--- src/rtl/in_to_fifo.sv ---
// Input-side byte mover: 4-phase start/done handshake into a 2-entry holding
// buffer, drained into the shared FIFO. Optional feature macro: DROP_ON_FULL_EN.
module in_to_fifo #(
  parameter int DATA_W = 8,
  parameter int CNT_W  = 8
) (
  input  logic              clk,
  input  logic              rst_n,
  input  logic              enable,
  input  logic              in_start,
  input  logic [DATA_W-1:0] in_data,
  output logic              in_done,
  input  logic              fifo_busy,
  input  logic              fifo_full,
  output logic              fifo_we,
  output logic [DATA_W-1:0] fifo_wdata,
  output logic              isFinish,
  output logic [1:0]        buf_level,
  output logic [CNT_W-1:0]  drop_count,
  output logic [1:0]        dbg_state
);

  typedef enum logic {I_IDLE, I_ACK} i_state_t;
  typedef enum logic {W_IDLE, W_GAP} w_state_t;

  i_state_t          i_state;
  w_state_t          w_state;
  logic [DATA_W-1:0] entry0, entry1;
  logic              accept, push, pop, ack;
`ifdef DROP_ON_FULL_EN
  logic              drop;
`endif

  // Handshake: the source raises in_start with in_data valid; we raise
  // in_done once the byte is taken and drop it only after in_start falls.
  always_comb begin
    accept = (i_state == I_IDLE) && enable && in_start;
    push   = accept && (buf_level != 2'd2);
    pop    = (w_state == W_IDLE) && enable && (buf_level != 2'd0)
             && !fifo_busy && !fifo_full;
`ifdef DROP_ON_FULL_EN
    drop   = accept && (buf_level == 2'd2);
    ack    = push || drop;
`else
    ack    = push;
`endif
  end

  assign dbg_state = {i_state, w_state};

  always_ff @(posedge clk or negedge rst_n) begin
    if (!rst_n) begin
      i_state <= I_IDLE;
      in_done <= 1'b0;
    end else begin
      case (i_state)
        I_IDLE: if (ack) begin
          in_done <= 1'b1;
          i_state <= I_ACK;
        end
        I_ACK: if (!in_start) begin
          in_done <= 1'b0;
          i_state <= I_IDLE;
        end
        default: i_state <= I_IDLE;
      endcase
    end
  end

  always_ff @(posedge clk or negedge rst_n) begin
    if (!rst_n) begin
      w_state    <= W_IDLE;
      fifo_we    <= 1'b0;
      fifo_wdata <= '0;
      isFinish   <= 1'b0;
    end else begin
      isFinish <= 1'b0;
      case (w_state)
        W_IDLE: if (pop) begin
          fifo_we    <= 1'b1;
          fifo_wdata <= entry0;
          w_state    <= W_GAP;
        end
        W_GAP: begin
          fifo_we  <= 1'b0;
          isFinish <= (buf_level == 2'd0);
          w_state  <= W_IDLE;
        end
        default: w_state <= W_IDLE;
      endcase
    end
  end

  // entry0 is always the head; a simultaneous push/pop can only occur at level 1.
  always_ff @(posedge clk or negedge rst_n) begin
    if (!rst_n) begin
      entry0    <= '0;
      entry1    <= '0;
      buf_level <= 2'd0;
    end else begin
      case ({push, pop})
        2'b10: begin
          if (buf_level == 2'd0) entry0 <= in_data;
          else                   entry1 <= in_data;
          buf_level <= buf_level + 2'd1;
        end
        2'b01: begin
          entry0    <= entry1;
          buf_level <= buf_level - 2'd1;
        end
        2'b11: entry0 <= in_data;
        default: ;
      endcase
    end
  end

`ifdef DROP_ON_FULL_EN
  always_ff @(posedge clk or negedge rst_n) begin
    if (!rst_n)                              drop_count <= '0;
    else if (drop && (drop_count != '1))     drop_count <= drop_count + CNT_W'(1);
  end
`else
  assign drop_count = '0;
`endif

endmodule

--- config.mk ---
export PLATFORM = sky130hd
export DESIGN_NAME = in_to_fifo
export DESIGN_NICKNAME = d
export VERILOG_FILES = /design/src/rtl/in_to_fifo.sv
export SDC_FILE = /design/constraint.sdc
export NUM_CORES = 1
export LEC_CHECK = 0
export CAP_MARGIN = 10
export CORE_MARGIN = 3
export CORE_UTILIZATION = 50
export DETAILED_ROUTE_END_ITERATION = 16
export GPL_TIMING_DRIVEN = 0
export PLACE_DENSITY = 0.81
export SLEW_MARGIN = 0
export SYNTH_ARGS = -nofsm -noshare
export SYNTH_HDL_FRONTEND = slang
export SYNTH_SLANG_ARGS = --single-unit
--- constraint.sdc ---
create_clock -name clk -period 4.3 [get_ports clk]
set_input_delay 0.43 -clock clk [delete_from_list [all_inputs] [get_ports clk]]
set_output_delay 0.43 -clock clk [all_outputs]
set_load 0.02 [all_outputs]
# Word level (Yosys, flattened, before mapping)
# Cells that the tools add are included.
# totals
ff_bits	31
inputBits	14
output_inout_bits	23
elab_cells	53
# classes
add_sub_neg	2
eq_ne	8
muxes	14
bitwise_logic	3
reduce_logical	17
# op_table
operator	n
one-hot mux 8 bit (3 select lines)	1
inequality test 2 bit (second input constant)	5
2-to-1 mux 8 bit	1
one-hot mux 1 bit (2 select lines)	4
AND reduction 2 bit	4
logical AND 1 bit	7
2-to-1 mux 1 bit	7
== test 2 bit (second input constant)	2
one-hot mux 2 bit (2 select lines)	1
nonzero test 2 bit	2
inverter 1 bit	3
nonzero test 3 bit	1
adder 2 x 1 -> 2 bit (second input constant)	1
== test 2 x 1 -> 1 bit (second input constant)	1
logical NOT 1 bit	2
logical NOT 2 bit	1
subtractor 2 x 1 -> 2 bit (second input constant)	1

# Longest topological paths before layout
# depth
word_depth	8
mapped_depth	9
depth_no_buf	7

# Least setup slack after synthesis
# OpenSTA, ideal clock, no wires.
# synth_timing
path_kind	register -> register
startpoint	reg buf_level[1]
endpoint	reg entry0[0]
arrival_time_ns	1.953
slack_ns	2.222
stages_incl_launch_ff	10
n_path_buf	2
synth_period_minus_slack_ns	2.078
path_cell_list	dfrtp_1 buf_6 or2b_1 nand4_1 inv_1 ha_1 o21ba_1 a21o_1 buf_6 mux2_4
# synth_between
elab_chain_cells	7
# synth_rtl
element	line_no	text
from (decl)	18	output logic [1:0] buf_level,
from (signal assigned)	105	buf_level <= buf_level + 2'd1;
from (signal assigned)	109	buf_level <= buf_level - 2'd1;
nonzero test 2 bit	39	pop = (w_state == W_IDLE) && enable && (buf_level != 2'd0)
logical AND 1 bit	39	
logical AND 1 bit (2 in series)	40	&& !fifo_busy && !fifo_full;
== test 2 bit or == test 2 x 1 -> 1 bit (tied branches)	101	case ({push, pop})
inequality test 2 bit (no line) or nonzero test 3 bit (tied branches)	--	
AND reduction 2 bit (no line)	--	
to (signal assigned)	103	if (buf_level == 2'd0) entry0 <= in_data;
to (signal assigned)	108	entry0 <= entry1;
to (signal assigned)	111	2'b11: entry0 <= in_data;
to (decl)	28	logic [DATA_W-1:0] entry0, entry1;
# Several ways; a longest one is shown, not always the timed one.
# A chain may end at the register's enable or synchronous reset.

# Worst setup path in the final report
# layout_timing
startpoint	in enable
endpoint	reg entry0[4]
# layout_between
elab_chain_cells	7
# layout_rtl
element	line_no	text
from (decl)	9	input logic enable,
logical AND 1 bit (2 in series)	39	
logical AND 1 bit (2 in series)	40	
== test 2 bit or == test 2 x 1 -> 1 bit (tied branches)	101	
inequality test 2 bit (no line) or nonzero test 3 bit (tied branches)	--	
AND reduction 2 bit (no line)	--	
# Several ways; a longest one is shown, not always the timed one.

==> impl_metrics.csv <==
group,metric,value,unit
status,status,"complete, no violations",
placement,io_buffers,28,
power,p_leak,0.933,nW
timing,relSlewSlack,46.4,%
timing,maxSlewViolCount,0,
timing,rsz0062_at_grt,"no",
placement,dp_hpwl,1980,um
setup_path,crit_path_max_fanout,10,
floorplanning,die_h,60.8,um
min_path,whs_path_depth,1,
floorplanning,die_x,60.8,um
grt,use_met2,29.0,%
layout,n_antenna_cell,0,
setup_path,reg2reg_depth,8,
job,max-cap-violations,0,
power,irDropWorstVdd,0.292,mV
floorplanning,start_util,53.6,%
setup_path,cp_num_cells,9,
clock_tree,cts.hold.buffers_added,0,
setup_path,slowest_delay,0.51,ns
timing,finalClockSkew,0.00611,ns
grt,global_route.usage.met3,6.38,%
timing,tightest_slew,0.801,ns
clock_tree,cts_tree,"built",
grt,grt_pass1_vias,946,
grt,antenna_found_initial,0,
layout,finalNetCount,163,
clock_tree,clk_pin_slew,0.09,ns
setup_path,crit_buf_inv,4,
detailed_routing,totalWireLength,2610,um
synth,synthCells,104,
detailed_routing,wl_per_cell,14.7,um
synth,synthSimpleGateAreaFrac,4.41,%
synth,synthAdderAreaFrac,1.66,%
clock_tree,postCtsSetupBuffers,0,
grt,busiest_layer,"met2",
setup_path,startpoint_type,"input pin",
detailed_routing,vias,898,
clock_tree,cts_root_buf,"clkbuf_4",
synth,syn_area_per_cell,14.5,um^2
floorplanning,rows,19,
timing,tns,0,ns
grt,met1_usage,18.0,%
detailed_routing,antenna_left,0,
placement,place_congestion,0.714,
grt,grt_use_total,16.4,%
setup_path,cp.required,4.51,ns
detailed_routing,drcViolationCount,0,
floorplanning,ios,37,
setup_path,cpMaxStageDelayCell,"clkdlybuf4s50_1",
timing,fin_crit_sh,54.9,%
synth,synth_mux_area_share,27.5,%
clock_tree,cts_made_buffers,5,
grt,grt-ovfl-total,0,
layout,fillers,202,
clock_tree,clock_sinks,31,
synth,ys_warn_count,0,
detailed_routing,first_pass_iters,2,
timing,fin_crit,2.36,ns
synth,synth-compound-area-share,3.33,%
timing,max_freq,424,MHz
synth,syn-cell-area,1500,um^2
layout,area.growth.synth_to_final,29.5,%
floorplanning,core_area,2810,um^2
synth,ys_types,23,
synth,ys_seq_area_share,51.6,%
setup_path,critPathKind,"input pin to flip-flop",
setup_path,worstPathCellList,"clkdlybuf4s50_1, nor4b_4, o21ai_2, buf_6, inv_1, ha_1, buf_2, mux2_2, mux2_4",
clock_tree,clk_latency,0.32,ns
clock_tree,cts_resized,0,
detailed_routing,initialDrtViolationCount,20,
grt,grt_max_degree,17,
detailed_routing,routed_via_density,5.04,
floorplanning,die_area,3700,um^2
setup_path,worst-endpoint-arrival,2.57,ns
synth,synth-xor-area-share,1.75,%
synth,synth_top_family_by_area,"multiplexers",
timing,hold_viol,0,
layout,drive_gt1_share,38.8,%
setup_path,worstSetupEndpointType,"flip-flop",
setup_path,path_delay_family,"buffers and inverters",
placement,post-place-ws,1.59,ns
synth,synth-seq-cells,31,
min_path,hp-class,"flip-flop to flip-flop",
power,cellPowerDensity,647,nW/um^2
timing,fin_ws,1.94,ns
grt,grt_pass1_wl,4270,um
clock_tree,htree_levels,2,
timing,setup_viol,0,
clock_tree,cts_buffer_depth,2,
[path summary, 6_finish.rpt]
path	start	to	slack [ns]
hold / removal	entry1[7]	entry1[7]	0.51
setup / recovery	enable	entry0[4]	1.94
setup reg to reg	w_state	entry0[4]	2.04
max in group asynchronous	rst_n	i_state	3.18
hold reg to reg	entry1[7]	entry1[7]	0.51
min in group asynchronous	rst_n	entry0[6]	0.57
[Yosys cell counts (all sizes together)]
master / n / area share, %
nor2: 1 / 0.25
buf: 15 / 8.3
mux2: 32 / 27
ha: 2 / 1.7
a21o: 1 / 0.50
conb: 1 / 0.25
xor2: 1 / 0.58
nor2b: 1 / 0.42
xnor2: 2 / 1.2
or2b: 1 / 0.50
o21ba: 1 / 0.67
nand2: 1 / 0.25
a21oi: 1 / 0.33
nor3b: 2 / 1.0
inv: 5 / 1.2
nand4: 1 / 0.42
dfrtp: 31 / 52
o21ai: 4 / 1.8
nor4b: 1 / 1.6
[cell type report]
cell class	count	area, um^2	area share, %
multi-input combinational	60	611	31.3
sequential	31	776	39.8
buffer	15	125	6.42
clock inverter	1	30.0	1.54
inverter	5	18.8	0.963
clock buffer	6	41.3	2.12
tap	31	38.8	1.99
timing repair buffer	29	308	15.8
[through the flow]
stage | instance area, um^2 | power, W | instances | hold WS (ns) | util [%]
2_1_floorplan | 1530 | 0.000857 | 111 | 0.134 | -
4_1_cts | 1950 | 0.00127 | 178 | 0.512 | 69.4
5_1_grt | 1950 | 0.00133 | 178 | 0.524 | 69.4
3_3_place_gp | 1850 | 0.00103 | 170 | 0.481 | 65.9
6_report | 1950 | 0.00126 | 178 | 0.514 | 69.4
3_5_place_dp | 1880 | 0.00106 | 171 | 0.489 | 66.9
[cells by family after synthesis]
logic type / Yosys count
mux: 32
flops: 31
buf+inv: 20
simple gates: 8
compound gates: 7
xor+xnor: 3
fa+ha+maj: 2
other cells: 1
[layer usage]
metal | up-vias | share of wire [%]
met1 | 444 | 39
met3 | 4 | 6.4
li1 | 418 | -
met5 | - | 0
met2 | 32 | 53
met4 | 0 | 1.0
[cell usage in the layout, fill, tap and decap left out, types with 2 or more instances in the layout]
master	netlist	routed
buf_4	10	10
buf_6	4	4
clkbuf_4	0	5
clkdlybuf4s50_1	0	28
conb_1	1	8
dfrtp_1	31	31
ha_1	2	2
inv_1	5	5
mux2_2	18	18
mux2_4	14	14
nor3b_1	2	2
o21ai_0	2	2
o21ai_2	2	2
xnor2_1	2	2
[state kept, by name, summed over array words and instances, names as in the netlist]
name and cells:
w_state 1, isFinish 1, entry1 8, fifo_wdata 8, i_state 1, buf_level 2, in_done 1, entry0 8
fifo_we 1
[power by group]
group | internal, W | leakage (nW) | total [W] | switching [W]
registers | 0.000428 | 0.374 | 0.000507 | 0.0000785
logic | 0.000323 | 0.521 | 0.000541 | 0.000218
clock network | 0.000120 | 0.0383 | 0.000212 | 0.0000918
No activity file was read; power rests on OpenSTA's default activity.
==> RTL change 1: new RTL, same settings <==
Add a define of `DROP_ON_FULL_EN`.
--- a/src/rtl/in_to_fifo.sv
+++ b/src/rtl/in_to_fifo.sv
@@ -1,5 +1,7 @@
 // Input-side byte mover: 4-phase start/done handshake into a 2-entry holding
 // buffer, drained into the shared FIFO. Optional feature macro: DROP_ON_FULL_EN.
+`define DROP_ON_FULL_EN
+
 module in_to_fifo #(
   parameter int DATA_W = 8,
   parameter int CNT_W  = 8
Check against the original RTL: not equivalent (Yosys sat finds a counterexample within 10 cycles, from zero or initial values and one cycle with rst_n low).
==> RTL change 1 against the original RTL <==
  * Sequential share of layout area is 4.2 points higher
  * Final area rose by 14%
  * Sequential cell count grew 8
  * Routed wire length increased by 15%
  * Worst setup slack worse by 370 ps
  * Total power increased by 2.4%
  * Clock skew barely moved
  * Fmax shrank 13%
  * Area after synthesis up 16%
  * Critical path type unchanged
  * Highest routed layer unchanged
==> RTL change 1: results (changes against the original RTL) <==
hold crit path type=in -> async; Yosys cell types=31 (+35%); Detailed Route WL=3.01 mm (+15%); Worst EP arrival=2940 ps (+370 ps); First-pass DRT Iterations=4 (+2); status=finished clean; Avg WL per Cell=13.8 µm (-6.0%); XOR/XNOR Fraction of Synth Area=2.50% (+0.76 points); Post-Synth Adder-Cell Area=2.15% (+0.48 points); Tot Pwr=1.29 mW (+2.4%); #MultiIn Comb=83 (+38%); Slew Limit Headroom=44.9% (-1.5 points); first-pass GRT wire length=5.27 mm (+23%); Placed Area=2160 µm² (+15%); nonclk inv count=4 (-1); Mean Syn Cell Area=13.4 µm² (-7.7%); Sw Ratio=32.4% (+1.6 points); Clock power frac=14.1% (-2.7 points); fillers=272 (+35%); multi-input logic area=723 µm² (+18%); metal3 WL=153 µm (-7.8%); final-layout non-clock buffer area share=17.6% (-4.6 points); met1 wire length=1.33 mm (+30%); GR Util met3=3.42% (-3.0 points); number of global-route vias before repair=1148 (+21%); Yosys reg bits=39 (+26%)
RTL change 1: changes by cell type after synthesis, moves of 3 or more:
cell     unedited run  this run
dfrtp_1            31        39
buf_6               4         1
buf_4              10         2
mux2_4             14         0
nor2_1              1         4
nand3_1             0         4
mux2_2             18        35
nand2_1             1         7
RTL change 1: stage by stage:
stage | util [%] | setup WS (ps)
2_1_floorplan | - | 2020
3_3_place_gp | 67.6 | 1230
3_5_place_dp | 67.4 | 1190
4_1_cts | 69.2 | 1550
5_1_grt | 69.2 | 1420
6_report | 69.2 | 1570
RTL change 1: how the worst max path moves through the flow:
stage	startpoint	end	slack, ps
2_1_floorplan	fifo_full	entry0[0]	2020
3_3_place_gp	enable	entry0[1]	1230
3_5_place_dp	enable	entry0[2]	1190
4_1_cts	enable	entry0[2]	1550
5_1_grt	enable	entry0[2]	1420
6_report	enable	entry0[0]	1570
==> RTL change 2: new RTL, same flow settings <==
Without the edit above. Register the output `dbg_state`; this adds one clock of latency there. The other outputs are not delayed to match.
--- a/src/rtl/in_to_fifo.sv
+++ b/src/rtl/in_to_fifo.sv
@@ -46,7 +46,9 @@
 `endif
   end
 
-  assign dbg_state = {i_state, w_state};
+  always_ff @(posedge clk) begin
+    dbg_state <= {i_state, w_state};
+  end
 
   always_ff @(posedge clk or negedge rst_n) begin
     if (!rst_n) begin
Formal check against the unedited RTL: not equivalent (a bounded check fails within 4 cycles, from zero or initial values and one cycle with rst_n low).
==> RTL change 2 against the original RTL <==
  * Register-to-register slack better by 250 ps
  * Fmax rose by 13%
  * Final area is 0.58% lower
  * Area after synthesis fell by 2.7%
  * Total power is 0.39% higher
  * Sequential cell count is 2 higher
  * Routed wire length fell by 3.8%
  * Sequential share of layout area up 2.3 points
  * Worst setup slack better by 270 ps
  * Clock power increased by 35%
  * Clock skew is essentially flat
  * Synthesized cell count up 21%
  * Cell count is 12% higher
  * Largest cell class unchanged
  * Largest power group is now registers
==> RTL change 2: results (changes against the original RTL) <==
met1 wire length=1.06 mm (+3.6%); Worst EP arrival=2310 ps (-260 ps); Clock Tree Root=clkbuf_4; Peak Freq=480 MHz (+13%); share of post-route cells with drive strength above 1=18.8% (-20 points); Leak Pwr=0.939 nW (+0.60%); Post-Synth Adder-Cell Area=2.57% (+0.90 points); Max FO, Critical Path=11 (+1); Largest delay share family, worst path=buffers and inverters; hpwl dp=1.96 mm (-1.2%); clk_skew=6.51 ps (+0.403 ps); DR WL met2=1.18 mm (-15%); nonclk inv count=5 (unchanged); number of global-route vias before repair=918 (-3.0%); status=finished clean; Worst VDD drop=0.593 mV (+100%); multi-input logic area=562 µm² (-8.0%); Final nets=186 (+14%); GRT Resource Usage Total=16.3% (-0.095 points); final-layout non-clock buffer area share=20.7% (-1.6 points); First-pass DRT Iterations=4 (+2); Avg WL per Cell=12.6 µm (-14%); GR Util met3=6.91% (+0.53 points); XOR/XNOR Fraction of Synth Area=1.80% (+0.049 points); Mean Syn Cell Area=11.6 µm² (-20%); placer congestion estimate=0.735 (+2.9%); # Taps=30 (-3.2%); #MultiIn Comb=83 (+38%); Synth Area in Compound Gates=8.47% (+5.1 points); reg-to-reg slack, setup=2290 ps (+250 ps); met2 GRT Util=26.1% (-2.9 points); asr flop ratio synth=93.9% (-6.1 points); fillers=186 (-7.9%); Yosys cell types=24 (+4.3%); Placed Area=1830 µm² (-2.3%); slowest stage delay, CP=450 ps (-60 ps); initial DRC count=19 (-5.0%); bufs w/o clock=41 (-6.8%); Worst-Skew Late Latency=340 ps (+20 ps); Setup WS pre-CTS=1840 ps (+250 ps); largest net degree at the start of global routing=19 (+2); Post-Layout Cell Count=200 (+12%); Worst Hold Margin=431 ps (-82.7 ps); sequential cell area share=42.1% (+2.3 points); FFs & Latches=33 (+6.5%); sequential fraction of the synthesis area=55.8% (+4.2 points); Synth area leaders=dfrtp_1, nand2_1, mux2_4, o21ai_0, mux2i_1; vias=996 (+11%); clk cell area share=5.30% (+1.6 points); Worst Max-Slew Pin Slew=712 ps (-89.4 ps); first-pass GRT wire length=4.13 mm (-3.4%); fin util=73.5% (+4.1 points); routing usage on met1=18.5% (+0.49 points); synth cell count leaders=dfrtp_1, nand2_1, o21ai_0, buf_4, mux2i_1; metal3 WL=219 µm (+32%); mux cell area share after synthesis=13.2% (-14 points)
[RTL change 2: changes by cell type after synthesis, sizes merged, moves of 2 or more]
cell / before / now
dfxtp: 0 / 2
nand2: 1 / 25
mux2: 32 / 8
buf: 15 / 12
o21ai: 4 / 19
nand2b: 0 / 2
mux2i: 0 / 8
[RTL change 2: logic make-up (layout without fill, tap and decap cells)]
kind of cell    after synthesis  in the layout
simple gates                 31             31
buf+inv                      17             54
fa+ha+maj                     3              3
other cells                   1              8
flops                        33             33
xor+xnor                      3              3
mux                          16             16
compound gates               22             22
[RTL change 2: path summary, 6_finish.rpt]
kind	depth (start not counted)	start	end
max in group asynchronous	2	rst_n	entry0[4]
max reg2reg	8	w_state	entry0[0]
min reg2reg	0	i_state	dbg_state[1]
min	0	i_state	dbg_state[1]
max	9	fifo_busy	entry0[0]
min in group asynchronous	1	rst_n	buf_level[1]
[RTL change 2: power by group]
part,internal [mW],switching (mW)
Clock,0.180,0.106
Sequential,0.442,0.0782
Combinational,0.241,0.218
